--- config.mk ---
export PLATFORM = sky130hd
export DESIGN_NAME = muldiv_e
export DESIGN_NICKNAME = d
export VERILOG_FILES = /design/src/rtl/muldiv_pkg.sv /design/src/rtl/muldiv_step.sv /design/src/rtl/muldiv_e.sv
export SDC_FILE = /design/constraint.sdc
export NUM_CORES = 1
export LEC_CHECK = 0
export CORE_ASPECT_RATIO = 1.1
export CORE_MARGIN = 8
export CORE_UTILIZATION = 40
export CTS_CLUSTER_SIZE = 8
export DETAILED_ROUTE_END_ITERATION = 10
export GPL_TIMING_DRIVEN = 0
export MAX_ROUTING_LAYER = met4
export SKIP_CTS_REPAIR_TIMING = 1
export SLEW_MARGIN = 20
export SYNTH_ARGS = -nofsm -noshare
export SYNTH_HDL_FRONTEND = slang
export SYNTH_SLANG_ARGS = --single-unit
export TNS_END_PERCENT = 20
--- constraint.sdc ---
create_clock -name clk -period 7.1 [get_ports clk]
set_input_delay 1.42 -clock clk [delete_from_list [all_inputs] [get_ports clk]]
set_output_delay 1.42 -clock clk [all_outputs]
set_load 0.005 [all_outputs]
--- src/rtl/muldiv_pkg.sv ---
// Shared definitions for the execute-stage multiply/divide unit.
// Op codes follow RV32M funct3; states use plain localparams.
package muldiv_pkg;

    localparam logic [2:0] OP_MUL    = 3'b000;
    localparam logic [2:0] OP_MULH   = 3'b001;
    localparam logic [2:0] OP_MULHSU = 3'b010;
    localparam logic [2:0] OP_MULHU  = 3'b011;
    localparam logic [2:0] OP_DIV    = 3'b100;
    localparam logic [2:0] OP_DIVU   = 3'b101;
    localparam logic [2:0] OP_REM    = 3'b110;
    localparam logic [2:0] OP_REMU   = 3'b111;

    localparam logic [1:0] S_IDLE = 2'd0;
    localparam logic [1:0] S_BUSY = 2'd1;
    localparam logic [1:0] S_DONE = 2'd2;

    function automatic logic is_div(input logic [2:0] funct);
        return funct[2];
    endfunction

endpackage

--- src/rtl/muldiv_step.sv ---
// One combinational iteration: shift-add multiply or
// restoring shift-subtract divide on a 2*WIDTH accumulator.
module muldiv_step #(
    parameter int WIDTH = 32
) (
    input  logic                 i_is_div,
    input  logic [2*WIDTH-1:0]   i_acc,
    input  logic [WIDTH-1:0]     i_opb,
    output logic [2*WIDTH-1:0]   o_acc
);

    logic [WIDTH:0]   w_msum;
    logic [WIDTH:0]   w_trial;
    logic [WIDTH:0]   w_diff;
    logic             w_fits;

    // Multiply: low half holds the remaining multiplier bits, high half
    // the partial product; divide: high half is the partial remainder,
    // low half shifts the dividend out and the quotient in.
    always_comb begin
        w_msum  = {1'b0, i_acc[2*WIDTH-1:WIDTH]};
        if (i_acc[0]) begin
            w_msum = w_msum + {1'b0, i_opb};
        end
        w_trial = {i_acc[2*WIDTH-1:WIDTH], i_acc[WIDTH-1]};
        w_diff  = w_trial - {1'b0, i_opb};
        w_fits  = (w_trial >= {1'b0, i_opb});
        if (i_is_div) begin
            if (w_fits) begin
                o_acc = {w_diff[WIDTH-1:0], i_acc[WIDTH-2:0], 1'b1};
            end else begin
                o_acc = {w_trial[WIDTH-1:0], i_acc[WIDTH-2:0], 1'b0};
            end
        end else begin
            o_acc = {w_msum, i_acc[WIDTH-1:1]};
        end
    end

endmodule

--- src/rtl/muldiv_e.sv ---
// Iterative RV32M multiply/divide unit for the execute stage.
// Stalls the pipeline while busy and pulses DoneE with ResultE.
module muldiv_e
    import muldiv_pkg::*;
#(
    parameter int WIDTH = 32
) (
    input  logic              clk,
    input  logic              rst,
    input  logic              StartE,
    input  logic [2:0]        FunctE,
    input  logic [WIDTH-1:0]  SrcAE,
    input  logic [WIDTH-1:0]  SrcBE,
    input  logic              FlushE,
    output logic [WIDTH-1:0]  ResultE,
    output logic              DoneE,
    output logic              StallReqE
);

    localparam int CW = $clog2(WIDTH);
    localparam logic [WIDTH-1:0] MIN_INT = {1'b1, {(WIDTH-1){1'b0}}};

    logic [1:0]           r_state;
    logic [CW-1:0]        r_cnt;
    logic [2:0]           r_op;
    logic [2*WIDTH-1:0]   r_acc;
    logic [WIDTH-1:0]     r_b;
    logic                 r_neg;
    logic [WIDTH-1:0]     r_result;

    logic                 w_a_signed;
    logic                 w_b_signed;
    logic                 w_sa;
    logic                 w_sb;
    logic [WIDTH-1:0]     w_mag_a;
    logic [WIDTH-1:0]     w_mag_b;
    logic                 w_neg;
    logic                 w_div0;
    logic                 w_ovf;
    logic                 w_special;
    logic [WIDTH-1:0]     w_special_res;
    logic [2*WIDTH-1:0]   w_acc_nxt;
    logic [2*WIDTH-1:0]   w_prod_neg;
    logic [2*WIDTH-1:0]   w_prod;
    logic [WIDTH-1:0]     w_q;
    logic [WIDTH-1:0]     w_r;
    logic [WIDTH-1:0]     w_fin;
    logic                 w_last;

    muldiv_step #(.WIDTH(WIDTH)) u_step (
        .i_is_div (is_div(r_op)),
        .i_acc    (r_acc),
        .i_opb    (r_b),
        .o_acc    (w_acc_nxt)
    );

    // Issue-cycle decode: operand signs, magnitudes and special divides.
    always_comb begin
        w_a_signed = (FunctE == OP_MUL) || (FunctE == OP_MULH) ||
                     (FunctE == OP_MULHSU) || (FunctE == OP_DIV) ||
                     (FunctE == OP_REM);
        w_b_signed = (FunctE == OP_MUL) || (FunctE == OP_MULH) ||
                     (FunctE == OP_DIV) || (FunctE == OP_REM);
        w_sa    = w_a_signed & SrcAE[WIDTH-1];
        w_sb    = w_b_signed & SrcBE[WIDTH-1];
        w_mag_a = w_sa ? (~SrcAE + 1'b1) : SrcAE;
        w_mag_b = w_sb ? (~SrcBE + 1'b1) : SrcBE;
        // Remainder takes the dividend sign; everything else is A xor B.
        w_neg   = (FunctE == OP_REM) ? w_sa : (w_sa ^ w_sb);
        w_div0  = is_div(FunctE) && (SrcBE == '0);
        w_ovf   = ((FunctE == OP_DIV) || (FunctE == OP_REM)) &&
                  (SrcAE == MIN_INT) && (SrcBE == '1);
        w_special = w_div0 | w_ovf;
        if (w_div0) begin
            w_special_res = FunctE[1] ? SrcAE : '1;
        end else begin
            w_special_res = FunctE[1] ? '0 : MIN_INT;
        end
    end

    // Final-iteration sign fix-up and result selection.
    always_comb begin
        w_prod_neg = ~w_acc_nxt + 1'b1;
        w_prod     = r_neg ? w_prod_neg : w_acc_nxt;
        w_q        = w_acc_nxt[WIDTH-1:0];
        w_r        = w_acc_nxt[2*WIDTH-1:WIDTH];
        case (r_op)
            OP_MUL:           w_fin = w_prod[WIDTH-1:0];
            OP_MULH,
            OP_MULHSU,
            OP_MULHU:         w_fin = w_prod[2*WIDTH-1:WIDTH];
            OP_DIV, OP_DIVU:  w_fin = r_neg ? (~w_q + 1'b1) : w_q;
            default:          w_fin = r_neg ? (~w_r + 1'b1) : w_r;
        endcase
    end

    assign w_last = (r_state == S_BUSY) && (r_cnt == CW'(WIDTH-1));

    // FSM, iteration counter and registered result.
    always_ff @(posedge clk) begin
        if (rst) begin
            r_state  <= S_IDLE;
            r_cnt    <= '0;
            r_op     <= '0;
            r_acc    <= '0;
            r_b      <= '0;
            r_neg    <= 1'b0;
            r_result <= '0;
        end else if (FlushE) begin
            r_state  <= S_IDLE;
            r_cnt    <= '0;
        end else begin
            case (r_state)
                S_IDLE: begin
                    if (StartE) begin
                        r_op  <= FunctE;
                        r_acc <= {{WIDTH{1'b0}}, w_mag_a};
                        r_b   <= w_mag_b;
                        r_neg <= w_neg;
                        r_cnt <= '0;
                        if (w_special) begin
                            r_result <= w_special_res;
                            r_state  <= S_DONE;
                        end else begin
                            r_state  <= S_BUSY;
                        end
                    end
                end
                S_BUSY: begin
                    r_acc <= w_acc_nxt;
                    r_cnt <= r_cnt + CW'(1);
                    if (w_last) begin
                        r_result <= w_fin;
                        r_state  <= S_DONE;
                    end
                end
                S_DONE: begin
                    r_state <= S_IDLE;
                end
                default: begin
                    r_state <= S_IDLE;
                end
            endcase
        end
    end

    assign ResultE   = r_result;
    assign DoneE     = (r_state == S_DONE);
    assign StallReqE = !rst && (((r_state == S_IDLE) && StartE) ||
                                (r_state == S_BUSY));

endmodule

# Word-level counts from Yosys, hierarchy flattened
# Cells that the tools add are included.
# W data, S select, Z words.
dict set report word_totals {
  latch_bits 0
  out_inout_bits 34
  n_memories 0
  in_bits 71
  ram_bits 0
  wordCells 96
  regBits 139
  mem_bits_ro 0
}
dict set report op_classes {
  n_eq_ne 17
  multipliers 0
  mux 25
  div 0
  shift 0
  order_cmp 1
  n_bitwise 10
  n_addsub 8
  n_reduce_logical 28
}
# cell n
set op_table {}
lappend op_table {{$mux W32} 10}
lappend op_table {{$mux W64} 4}
lappend op_table {{$add A32 B1 Y32 const B} 4}
lappend op_table {{$not A32 Y32} 4}
lappend op_table {{$pmux W64 S2} 1}
lappend op_table {{$pmux W32 S3} 1}
lappend op_table {{$add A64 B1 Y64 const B} 1}
lappend op_table {{$eq A32 B32 Y1 const B} 2}
lappend op_table {{$not A64 Y64} 1}
lappend op_table {{$pmux W32 S2} 1}
lappend op_table {{$add A32 B32 Y33} 1}
lappend op_table {{$ge A33 B32 Y1} 1}
lappend op_table {{$mux W33} 1}
lappend op_table {{$logic_not A32 Y1} 1}
lappend op_table {{$sub A32 B32 Y32} 1}
lappend op_table {{$eq A3 B3 Y1 const B} 4}
lappend op_table {{$pmux W5 S2} 1}
lappend op_table {{$eq A3 B2 Y1 const B} 3}
lappend op_table {{$logic_or A1 B1 Y1} 8}
lappend op_table {{$eq A3 B1 Y1 const B} 2}
lappend op_table {{$logic_and A1 B1 Y1} 6}
lappend op_table {{$logic_not A3 Y1} 2}
lappend op_table {{$mux W2} 3}
lappend op_table {{$ne A2 B2 Y1 const B} 3}
lappend op_table {{19 further kinds} 23}

# Depth between registers and ports, before layout
# Gate-level depths: netlist (run 1).
dict set report depth {
  word_depth 9
  depth_mapped 26
  depth_no_buf 22
}

# Modules after synthesis
# A second synthesis (run 1) with hierarchy kept.
dict set report unflattened {
  hier_cells 2078
  area_unflattened_um2 14960.6
}
# mod cells_each seq_area_each_um2 n_inst area_each_um2
set by_module_without_submodules {}
lappend by_module_without_submodules {muldiv_e 1326 2782.7 1 9840.7}
lappend by_module_without_submodules {muldiv_step 752 0.0 1 5119.9}

# Worst setup path after synthesis (run 1)
# No wires, ideal clock.
dict set report synth_timing {
  kind {input-to-reg}
  from {input port SrcBE[0]}
  to {register r_result[28] (netlist: ResultE[28])}
  setup_time_ns 0.132
  arrival_time_ns 4.534
  path_buffers 2
  stages 15
  path_slack_ns 2.434
  t_required_ns 6.968
  path_cell_list {inv_1 -> ha_1 -> nand3b_1 -> or3_1 -> or3_1 -> or3_1 -> nor4b_2 -> a31o_2 -> nor2_1 -> or3_1 -> clkbuf_1 -> clkbuf_1 -> a221o_1 -> a221oi_1 -> nor3_1}
}
dict set report synth_between {
  elab_chain_len 6
  word_cells_on_any_way 11
  classes_between {eq/ne (2); mux (4); bitwise (1); reduce/logical (4)}
}
# item line_no
set synth_lines {}
lappend synth_lines {{start, declared} muldiv_e.sv:13} ;# input logic [WIDTH-1:0] SrcBE,
lappend synth_lines {{$logic_not A32 Y1} muldiv_e.sv:70} ;# w_div0 = is_div(FunctE) && (SrcBE == '0);
lappend synth_lines {{$logic_and A1 B1 Y1} muldiv_e.sv:70}
lappend synth_lines {{$mux W32} muldiv_e.sv:74} ;# if (w_div0) begin
lappend synth_lines {{$mux W32} muldiv_e.sv:121} ;# if (w_special) begin
lappend synth_lines {{$mux W32} muldiv_e.sv:115} ;# if (StartE) begin
lappend synth_lines {{$pmux W32 S2} muldiv_e.sv:113} ;# case (r_state)
lappend synth_lines {{end signal, assigned} muldiv_e.sv:122} ;# r_result <= w_special_res;
lappend synth_lines {{end signal, assigned} muldiv_e.sv:133} ;# r_result <= w_fin;
lappend synth_lines {{end, declared} muldiv_e.sv:29} ;# logic [WIDTH-1:0] r_result;
# Several ways; a longest one is shown, not always the timed one. The select of a mux whose other input is x is not followed.
# A chain may end at the register's enable or synchronous reset.

# Final worst setup path (run 1)
dict set report layout_timing {
  from {register r_op[2]}
  to {register r_result[10] (netlist: ResultE[10])}
}
dict set report layout_between {
  elab_chain_len 7
  word_cells_on_any_way 21
  classes_between {add/sub (3); eq/ne (5); mux (7); bitwise (3); reduce/logical (3)}
}
# item line_no
set layout_lines {}
lappend layout_lines {{start, declared} muldiv_e.sv:25} ;# logic [2:0] r_op;
lappend layout_lines {{start signal, assigned} muldiv_e.sv:116} ;# r_op <= FunctE;
lappend layout_lines {{$mux W64} muldiv_step.sv:28} ;# if (i_is_div) begin
lappend layout_lines {{$not A64 Y64, or another cell as far along} muldiv_e.sv:83} ;# w_prod_neg = ~w_acc_nxt + 1'b1;
lappend layout_lines {{$add A64 B1 Y64, or another cell as far along} muldiv_e.sv:83}
lappend layout_lines {{$mux W64, or another cell as far along} muldiv_e.sv:84} ;# w_prod = r_neg ? w_prod_neg : w_acc_nxt;
lappend layout_lines {{$pmux W32 S3 *} muldiv_e.sv:87} ;# case (r_op)
lappend layout_lines {{$mux W32 *} muldiv_e.sv:132} ;# if (w_last) begin
lappend layout_lines {{$pmux W32 S2 *} muldiv_e.sv:113}
# Every way passes the cells marked *; elsewhere a longest branch is shown, timed or not. The select of a mux whose other input is x is not followed.

==> impl_metrics.yaml, run 1 <==
setup_path:
  end_kind: "flop"
  r2r_start: "r_op[2]"
  critPathArrivalTime_ns: 7.18
  r2r_setup_slack_ns: 0.21
  start_kind: "flop"
  worstReg2RegEnd: "ResultE[10]"
  crit_fanout: 10
  critPathLaunch: "r_op[2]"
  crit_type: "reg -> reg"
  r2r_cells: 14
  cp.required_ns: 7.39
  endpoint: "ResultE[10]"
synth:
  ys_top_cells_by_area: "dfxtp_1, a21oi_1, nor2_1, ha_1, o21ai_0"
  ys_ff_latch: 139
  ys_async_sr_fraction: 0
  synth_warnings: 0
  synth_top_area_share: 0.184
  syn_nets: 2302
  syn_inst: 2158
  avgSynthCellArea_um2: 7.00
  ys_seq_area_frac: 0.184
  ys.flop_type: "dfxtp_1"
  synth_cell_types: 95
  synth_edf_count: 0
  synth_top_area_cell: "dfxtp_1"
  syn_area_um2: 15100
die:
  die_h_um: 220
  design.core.area_um2: 37200
  die_area_um2: 44200
  num_io_pins: 105
  die_x_um: 201
  fp-row-count: 74
  start_util: 0.406
drt:
  drt_iter0_markers: 1882
  ant_nets: 0
  wirelength_mm: 76.9
  wire_per_inst_um: 27.6
  viasPerCell: 6.46
  vias: 18000
  drt_pass1_iterations: 5
  drc: 0
grt:
  grt_use_total: 0.343
  grt_max_degree: 17
  grt-ovfl-total: 0
  antenna_found_initial: 0
  grt_pass1_vias: 16900
  grt_pass1_wl_mm: 111
clock_network:
  insertion_delay_ns: 0.46
  clk_pin_slew_worst_paths_ns: 0.07
  cts_made_buffers: 17
  cts_root_buffer: "clkbuf_16"
  cts.path.max_buffers: 2
  cts_tree: "yes"
  clock_sinks: 139
  htree_levels: 4
run_status:
  status: "finished, final reports clean"
timing:
  finalCritPeriodShare: 0.970
  worstMarginPinSlew_ns: 1.20
  tns_ns: 0
  maxSlewViolCount: 0
  setup_violations: 0
  maxSlewHeadroom: 0.195
  fin_crit_ns: 6.89
  whs_ns: 0.455
  skew_ns: 0.0125
  final-hold-violation-count: 0
  rsz0062_at_grt: "no"
  fmax_mhz: 145
power_and_ir_drop:
  p_leak_uw: 0.00628
  power_density_nw_per_um2: 166
  ir_worst_vdd_v: 0.000163
  finalPower_uw: 2890
layout:
  final_nets: 2424
  final_cells: 2787
  diodes: 0
  drive_above_1_share: 0.0497
  syn_to_final_growth_pct: 15.2
hold_path:
  hp-class: "reg -> reg"
placement:
  dp_hpwl_mm: 62.3
  io_buffer_count: 102
  place.gp.congestion: 1.06
  placed_cells: 2755
flow_run:
  cap_violations: 0
[stage by stage]
stage,cell area (um2),setup slack (ns),utilization
after floorplan,15100,2.43,-
after global placement,16700,0.485,0.450
after detailed placement,16800,0.541,0.450
after CTS,17400,0.543,0.467
after global routing,17400,0.267,0.467
final,17400,0.210,0.467
[cell families (layout without fill, tap and decap cells)]
group / Yosys count / after routing / share of synthesized area
muxes: 41 / 41 / 0.0278
xor gates and xnor gates: 149 / 149 / 0.0864
buffers and inverters: 211 / 346 / 0.0563
adders and majority gates: 73 / 73 / 0.0615
AOI/OAI and AO/OA: 761 / 761 / 0.332
DFF: 139 / 139 / 0.184
and+or+nand+nor: 784 / 784 / 0.252
[critical path, cell delays in order, from the launching register on]
cell,delay [ns]
dfxtp_1,0.51
clkbuf_1,0.70
buf_2,0.51
buf_2,0.35
buf_2,0.42
buf_1,0.78
clkbuf_1,0.84
clkbuf_1,0.85
nor3_1,0.14
o21ai_0,0.20
nand2_1,0.09
xnor2_1,0.45
o32ai_1,0.17
o21ai_0,0.51
a311oi_1,0.17
[synthesized netlist by cell type (10+ instances only)]
| master | instances |
|---|---|
| nor2b_1 | 11 |
| a211oi_1 | 81 |
| nand4_1 | 41 |
| dfxtp_1 | 139 |
| buf_2 | 14 |
| o21ai_1 | 10 |
| o211ai_1 | 18 |
| xnor2_1 | 78 |
| and2_1 | 16 |
| o21ai_0 | 146 |
| xor2_1 | 71 |
| nand2b_1 | 17 |
| nor2_1 | 260 |
| a21o_1 | 28 |
| mux2i_1 | 33 |
| ha_1 | 71 |
| or4_1 | 10 |
| a311oi_1 | 22 |
| a211o_1 | 10 |
| nor3b_1 | 11 |
| nor3_1 | 72 |
| or2_2 | 11 |
| clkbuf_1 | 104 |
| inv_1 | 66 |
| buf_1 | 16 |
| or3_1 | 29 |
| o21bai_1 | 15 |
| and3_1 | 10 |
| nand3_1 | 40 |
| a221oi_1 | 18 |
| nand2_1 | 193 |
| a22oi_1 | 31 |
| o31ai_1 | 24 |
| o21a_1 | 17 |
| a21oi_1 | 207 |
| o22ai_1 | 10 |
| a31oi_1 | 34 |
| nor4_1 | 21 |
[worst min path at each step]
| stage | from | to | slack [ns] | cells after the start |
|---|---|---|---|---|
| 6_report | ResultE[24] | ResultE[24] | 0.45 | 2 |
| 5_1_grt | ResultE[24] | ResultE[24] | 0.49 | 2 |
| 4_1_cts | ResultE[24] | ResultE[24] | 0.45 | 2 |
| 3_5_place_dp | ResultE[24] | ResultE[24] | 0.44 | 2 |
| 3_3_place_gp | ResultE[24] | ResultE[24] | 0.44 | 2 |
| 2_1_floorplan | ResultE[24] | ResultE[24] | 0.44 | 2 |
[metal layers]
layer  routed length, um  GRT usage  up-vias
li1                    -          -     8280
met1               29800      0.385     8576
met2               34100      0.537      877
met3                5140     0.0464      266
met4                7830      0.302        0
met5                   0          -        -
[state kept, by name, summed over array words and instances (netlist names)]
register / flops
r_acc: 64
ResultE: 32
r_b: 32
r_cnt: 5
r_op: 3
r_state: 2
r_neg: 1
[cell type report]
type                            count  area, um2
Buffer                            143        594
Clock buffer                       17        425
Clock inverter                     15        203
Fill cell                        3992      19800
Inverter                           68        255
Multi-Input combinational cell   1808      11500
Sequential cell                   139       2780
Tap cell                          494        618
Timing Repair Buffer              103       1030
[power by group]
group	internal, uW	switching (uW)
logic	337	694
clock network	568	425
registers	812	50.0
[placed cells by master, fill, tap and decap left out, drive strengths merged, types with 74 or more instances in the layout]
cell,synthesis,layout
xnor2,78,78
nor2,260,260
nand2,194,194
inv,66,75
clkbuf,106,123
nor3,74,74
clkdlybuf4s50,0,102
a21oi,211,211
o21ai,156,156
dfxtp,139,139
a211oi,82,82
Power figures use the tool's default switching activity.
==> inputs of run 2 (changes only) <==
CORE_UTILIZATION = 45   (was 40)
clock period = 8.3 ns   (was 7.1 ns; I/O delays follow)
==> run 2 against run 1 <==
Sequential power fell by 14%. Sequential cell count did not move. Worst hold slack improved by 0.010 ns. Utilization rose by 5.3 points. Critical endpoint is now ResultE[19]. Largest cell class unchanged. Critical path type is now in -> reg. Clock-buffer cell count rose by 3. Sequential share of layout area rose by 0.12 points.
==> impl_metrics.yaml, run 2 (synthesized netlist as in run 1, its figures left out) <==
run_status:
  status: "finished, final reports clean"
drt:
  drc: 0
  viasPerCell: 6.68
  vias: 18200
  wire_per_inst_um: 27.3
  wirelength_mm: 74.5
  ant_nets: 0
  drt_pass1_iterations: 6
  drt_iter0_markers: 1813
hold_path:
  hp-class: "reg -> reg"
flow_run:
  cap_violations: 0
clock_network:
  cts_tree: "yes"
  insertion_delay_ns: 0.46
  cts.path.max_buffers: 2
  htree_levels: 4
  clk_pin_slew_worst_paths_ns: 0.06
  clock_sinks: 139
  cts_made_buffers: 17
  cts_root_buffer: "clkbuf_16"
layout:
  syn_to_final_growth_pct: 14.3
  final_cells: 2725
  final_nets: 2424
  largest_register_ffs: 64
  mostFrequentLayoutCells: "nor2_1, a21oi_1, nand2_1"
  largest_register: "r_acc"
  fin_area_um2: 17300
  final_common_cell: "nor2_1"
  drive_above_1_share: 0.0489
timing:
  worstMarginPinSlew_ns: 1.20
  maxSlewHeadroom: 0.199
  skew_ns: 0.0190
  finalCritPeriodShare: 0.777
  final-hold-violation-count: 0
  fin_crit_ns: 6.45
  whs_ns: 0.465
  setup_violations: 0
  maxSlewViolCount: 0
  tns_ns: 0
  rsz0062_at_grt: "no"
  fmax_mhz: 155
grt:
  grt_max_degree: 17
  grt_pass1_vias: 17700
  grt_use_total: 0.377
  grt-ovfl-total: 0
  grt_pass1_wl_mm: 111
  antenna_found_initial: 1
placement:
  place.gp.congestion: 1.04
  place_area_um2: 16700
  placed_cells: 2693
  dp_hpwl_mm: 59.8
  io_buffer_count: 102
die:
  start_util: 0.455
  die_h_um: 208
  die_area_um2: 39700
  die_x_um: 191
  num_io_pins: 105
  fp-row-count: 70
  design.core.area_um2: 33200
setup_path:
  crit_type: "in -> reg"
  end_kind: "flop"
  critPathArrivalTime_ns: 6.75
  crit_fanout: 10
  start_kind: "primary input"
  cp.required_ns: 8.60
power_and_ir_drop:
  power_density_nw_per_um2: 138
  finalPower_uw: 2380
  p_leak_uw: 0.00626
  ir_worst_vdd_v: 0.000149
-- run 2: critical path, cell delays in order --
cell	delay, ns
clkdlybuf4s50_1	0.49
inv_1	0.12
ha_1	0.21
nand3b_1	0.15
or3_1	0.36
or3_1	0.40
or3_1	0.42
nor4b_2	0.74
a31o_2	0.31
nor2_1	0.08
nor3_1	0.71
clkbuf_1	0.41
o211ai_1	0.26
a221oi_1	0.34
nor3_1	0.09
-- run 2: per-layer routing --
metal  track usage  up-vias  part of all wire
li1              -     8272                 -
met1         0.438     8652              0.39
met2         0.576     1003              0.44
met3        0.0514      278             0.076
met4         0.302        0             0.097
met5             -        -                 0
-- run 2: layout make-up --
type	instances	area, um2
Antenna cell	1	2.50
Buffer	143	594
Clock buffer	20	447
Clock inverter	11	121
Fill cell	3393	15900
Inverter	68	255
Multi-Input combinational cell	1808	11500
Sequential cell	139	2780
Tap cell	432	541
Timing Repair Buffer	103	1030
-- run 2: stage by stage --
| stage | setup slack [ns] | utilization |
|---|---|---|
| after CTS | 1.96 | 0.520 |
| after global placement | 1.57 | 0.502 |
| after global routing | 1.67 | 0.520 |
| after floorplan | 3.39 | - |
| final | 1.85 | 0.520 |
| after detailed placement | 1.51 | 0.503 |
-- run 2: final timing paths --
check                                   end  slack (ns)  depth (start not counted)   startpoint
worst max-delay path            ResultE[19]        1.85                         15     SrcBE[0]
worst min-delay path            ResultE[24]        0.46                          2  ResultE[24]
worst max register to register  ResultE[12]        1.87                         23      r_b[31]
worst min register to register  ResultE[24]        0.46                          2  ResultE[24]
-- run 2: report_power, final --
part / leakage (uW) / total (uW) / switching (uW) / internal (uW)
clock: 0.000276 / 778 / 330 / 448
sequential: 0.00113 / 738 / 43.3 / 695
combinational: 0.00485 / 866 / 578 / 288
==> inputs of run 3 (changes only) <==
PLACE_DENSITY = 0.66   (was not set)
clock period = 5.9 ns   (was 8.3 ns; I/O delays follow)
==> run 3 against run 2 <==
The run now ends with setup timing left. Wire length up 2.7%. Cell count is essentially flat. Setup slack worse by 1.9 ns. Die area stayed put. Clock skew fell by 0.0048 ns. Critical path depth grew 7. Sequential power increased by 41%. Critical path type is now reg -> reg. Critical endpoint is now ResultE[8].
==> impl_metrics.yaml, run 3 (synthesized netlist as in run 1, its figures left out) <==
clock_network:
  cts_root_buffer: "clkbuf_16"
  clk_pin_slew_worst_paths_ns: 0.07
  clock_sinks: 139
  cts.path.max_buffers: 2
  insertion_delay_ns: 0.46
  htree_levels: 4
  cts_tree: "yes"
  cts_made_buffers: 17
power_and_ir_drop:
  p_switching_uw: 1400
  p_sw_frac: 0.413
  p_clk_frac: 0.324
  finalPower_uw: 3390
  internal_power_uw: 1990
  power_density_nw_per_um2: 195
  ir_worst_vdd_v: 0.000202
  seqPwrFrac: 0.307
  p_leak_uw: 0.00628
  combPwrFrac: 0.368
placement:
  placed_cells: 2692
  io_buffer_count: 102
  dp_hpwl_mm: 61.7
  place.gp.congestion: 1.07
  place_area_um2: 16700
setup_path:
  crit_type: "reg -> reg"
  start_kind: "flop"
  critPathArrivalTime_ns: 6.30
  cp.required_ns: 6.29
  end_kind: "flop"
  crit_fanout: 10
layout:
  final_cells: 2726
  largest_register_ffs: 64
  diodes: 0
  fillers: 3364
  largest_register: "r_acc"
  mostFrequentLayoutCells: "nor2_1, a21oi_1, nand2_1"
  drive_above_1_share: 0.0584
  final_nets: 2426
  final_common_cell: "nor2_1"
  syn_to_final_growth_pct: 14.8
  fin_area_um2: 17300
timing:
  worstMarginPinSlew_ns: 1.19
  maxSlewHeadroom: 0.195
  fin_crit_ns: 5.91
  tns_ns: -0.0158
  setup_violations: 2
  finalCritPeriodShare: 1.00
  fmax_mhz: 169
  skew_ns: 0.0143
  setup_ws_ns: -0.0131
  final-hold-violation-count: 0
  rsz0062_at_grt: "yes"
  whs_ns: 0.472
  maxSlewViolCount: 0
run_status:
  violations: "setup timing"
  status: "finished with violations"
flow_run:
  cap_violations: 0
die:
  design.core.area_um2: 33200
  start_util: 0.455
  num_io_pins: 105
  die_x_um: 191
  fp-row-count: 70
  die_area_um2: 39700
  die_h_um: 208
grt:
  grt_max_degree: 17
  grt_use_total: 0.385
  grt_pass1_vias: 17100
  grt-ovfl-total: 0
  grt_pass1_wl_mm: 111
  antenna_found_initial: 0
drt:
  viasPerCell: 6.69
  drt_pass1_iterations: 6
  drt_iter0_markers: 2270
  drc: 0
  wire_per_inst_um: 28.1
  ant_nets: 0
  wirelength_mm: 76.5
  vias: 18200
hold_path:
  hp-class: "reg -> reg"
## run 3: final timing paths
check / start / endpoint / slack [ns] / cells past startpoint
hold / removal: ResultE[24] / ResultE[24] / 0.47 / 2
setup / recovery: r_b[24] / ResultE[8] / -0.01 / 22
setup reg to reg: r_b[24] / ResultE[8] / -0.01 / 22
hold reg to reg: ResultE[24] / ResultE[24] / 0.47 / 2
## run 3: area by class of cell
type | instances | area [um2] | share of cell area
plain buffers | 142 | 596 | 0.0343
clock buffers | 18 | 439 | 0.0253
clock inverters | 13 | 134 | 0.00772
inverters | 68 | 255 | 0.0147
multi-input cells | 1808 | 11500 | 0.665
flip-flops and latches | 139 | 2790 | 0.161
well taps | 432 | 541 | 0.0312
repair buffers | 106 | 1050 | 0.0606
## run 3: routing by layer
layer / global-route usage / vias to the layer above / routed length, um
met2: 0.589 / 1052 / 34400
met1: 0.439 / 8643 / 28600
met4: 0.328 / 0 / 7660
met5: - / - / 0
met3: 0.0525 / 252 / 5980
li1: - / 8298 / -
## run 3: worst max-delay path: stages, from the launching register on
cell and delay [ns]:
dfxtp_1 0.54, inv_1 0.09, ha_1 0.30, buf_6 0.15
a21oi_2 0.22, o21ai_1 0.15, a211o_1 0.37, a211oi_4 0.51
a31oi_4 0.25, inv_1 0.13, ha_1 0.22, o21ai_0 0.14
nor2_1 0.19, o2111a_1 0.37, nand2_1 0.14, or2_2 0.38
clkbuf_2 0.27, nand2_2 0.26, and4_1 0.23, o21ai_0 0.20
a21oi_2 0.42, o22ai_1 0.17, nor2_1 0.12
## run 3: per-stage QoR
step | util | setup WS, ns
global route | 0.523 | -0.0260
CTS | 0.520 | -0.543
floorplan | - | 1.47
detailed placement | 0.502 | -0.551
finish | 0.523 | -0.0131
global placement | 0.502 | -0.567
## run 3: power by group through the flow
stage	Combinational, uW	Sequential, uW	Clock (uW)
floorplan	759	1030	0
global placement	1180	1060	0
detailed placement	1180	1060	0
CTS	1190	1040	1100
global route	1320	1040	1140
finish	1250	1040	1100
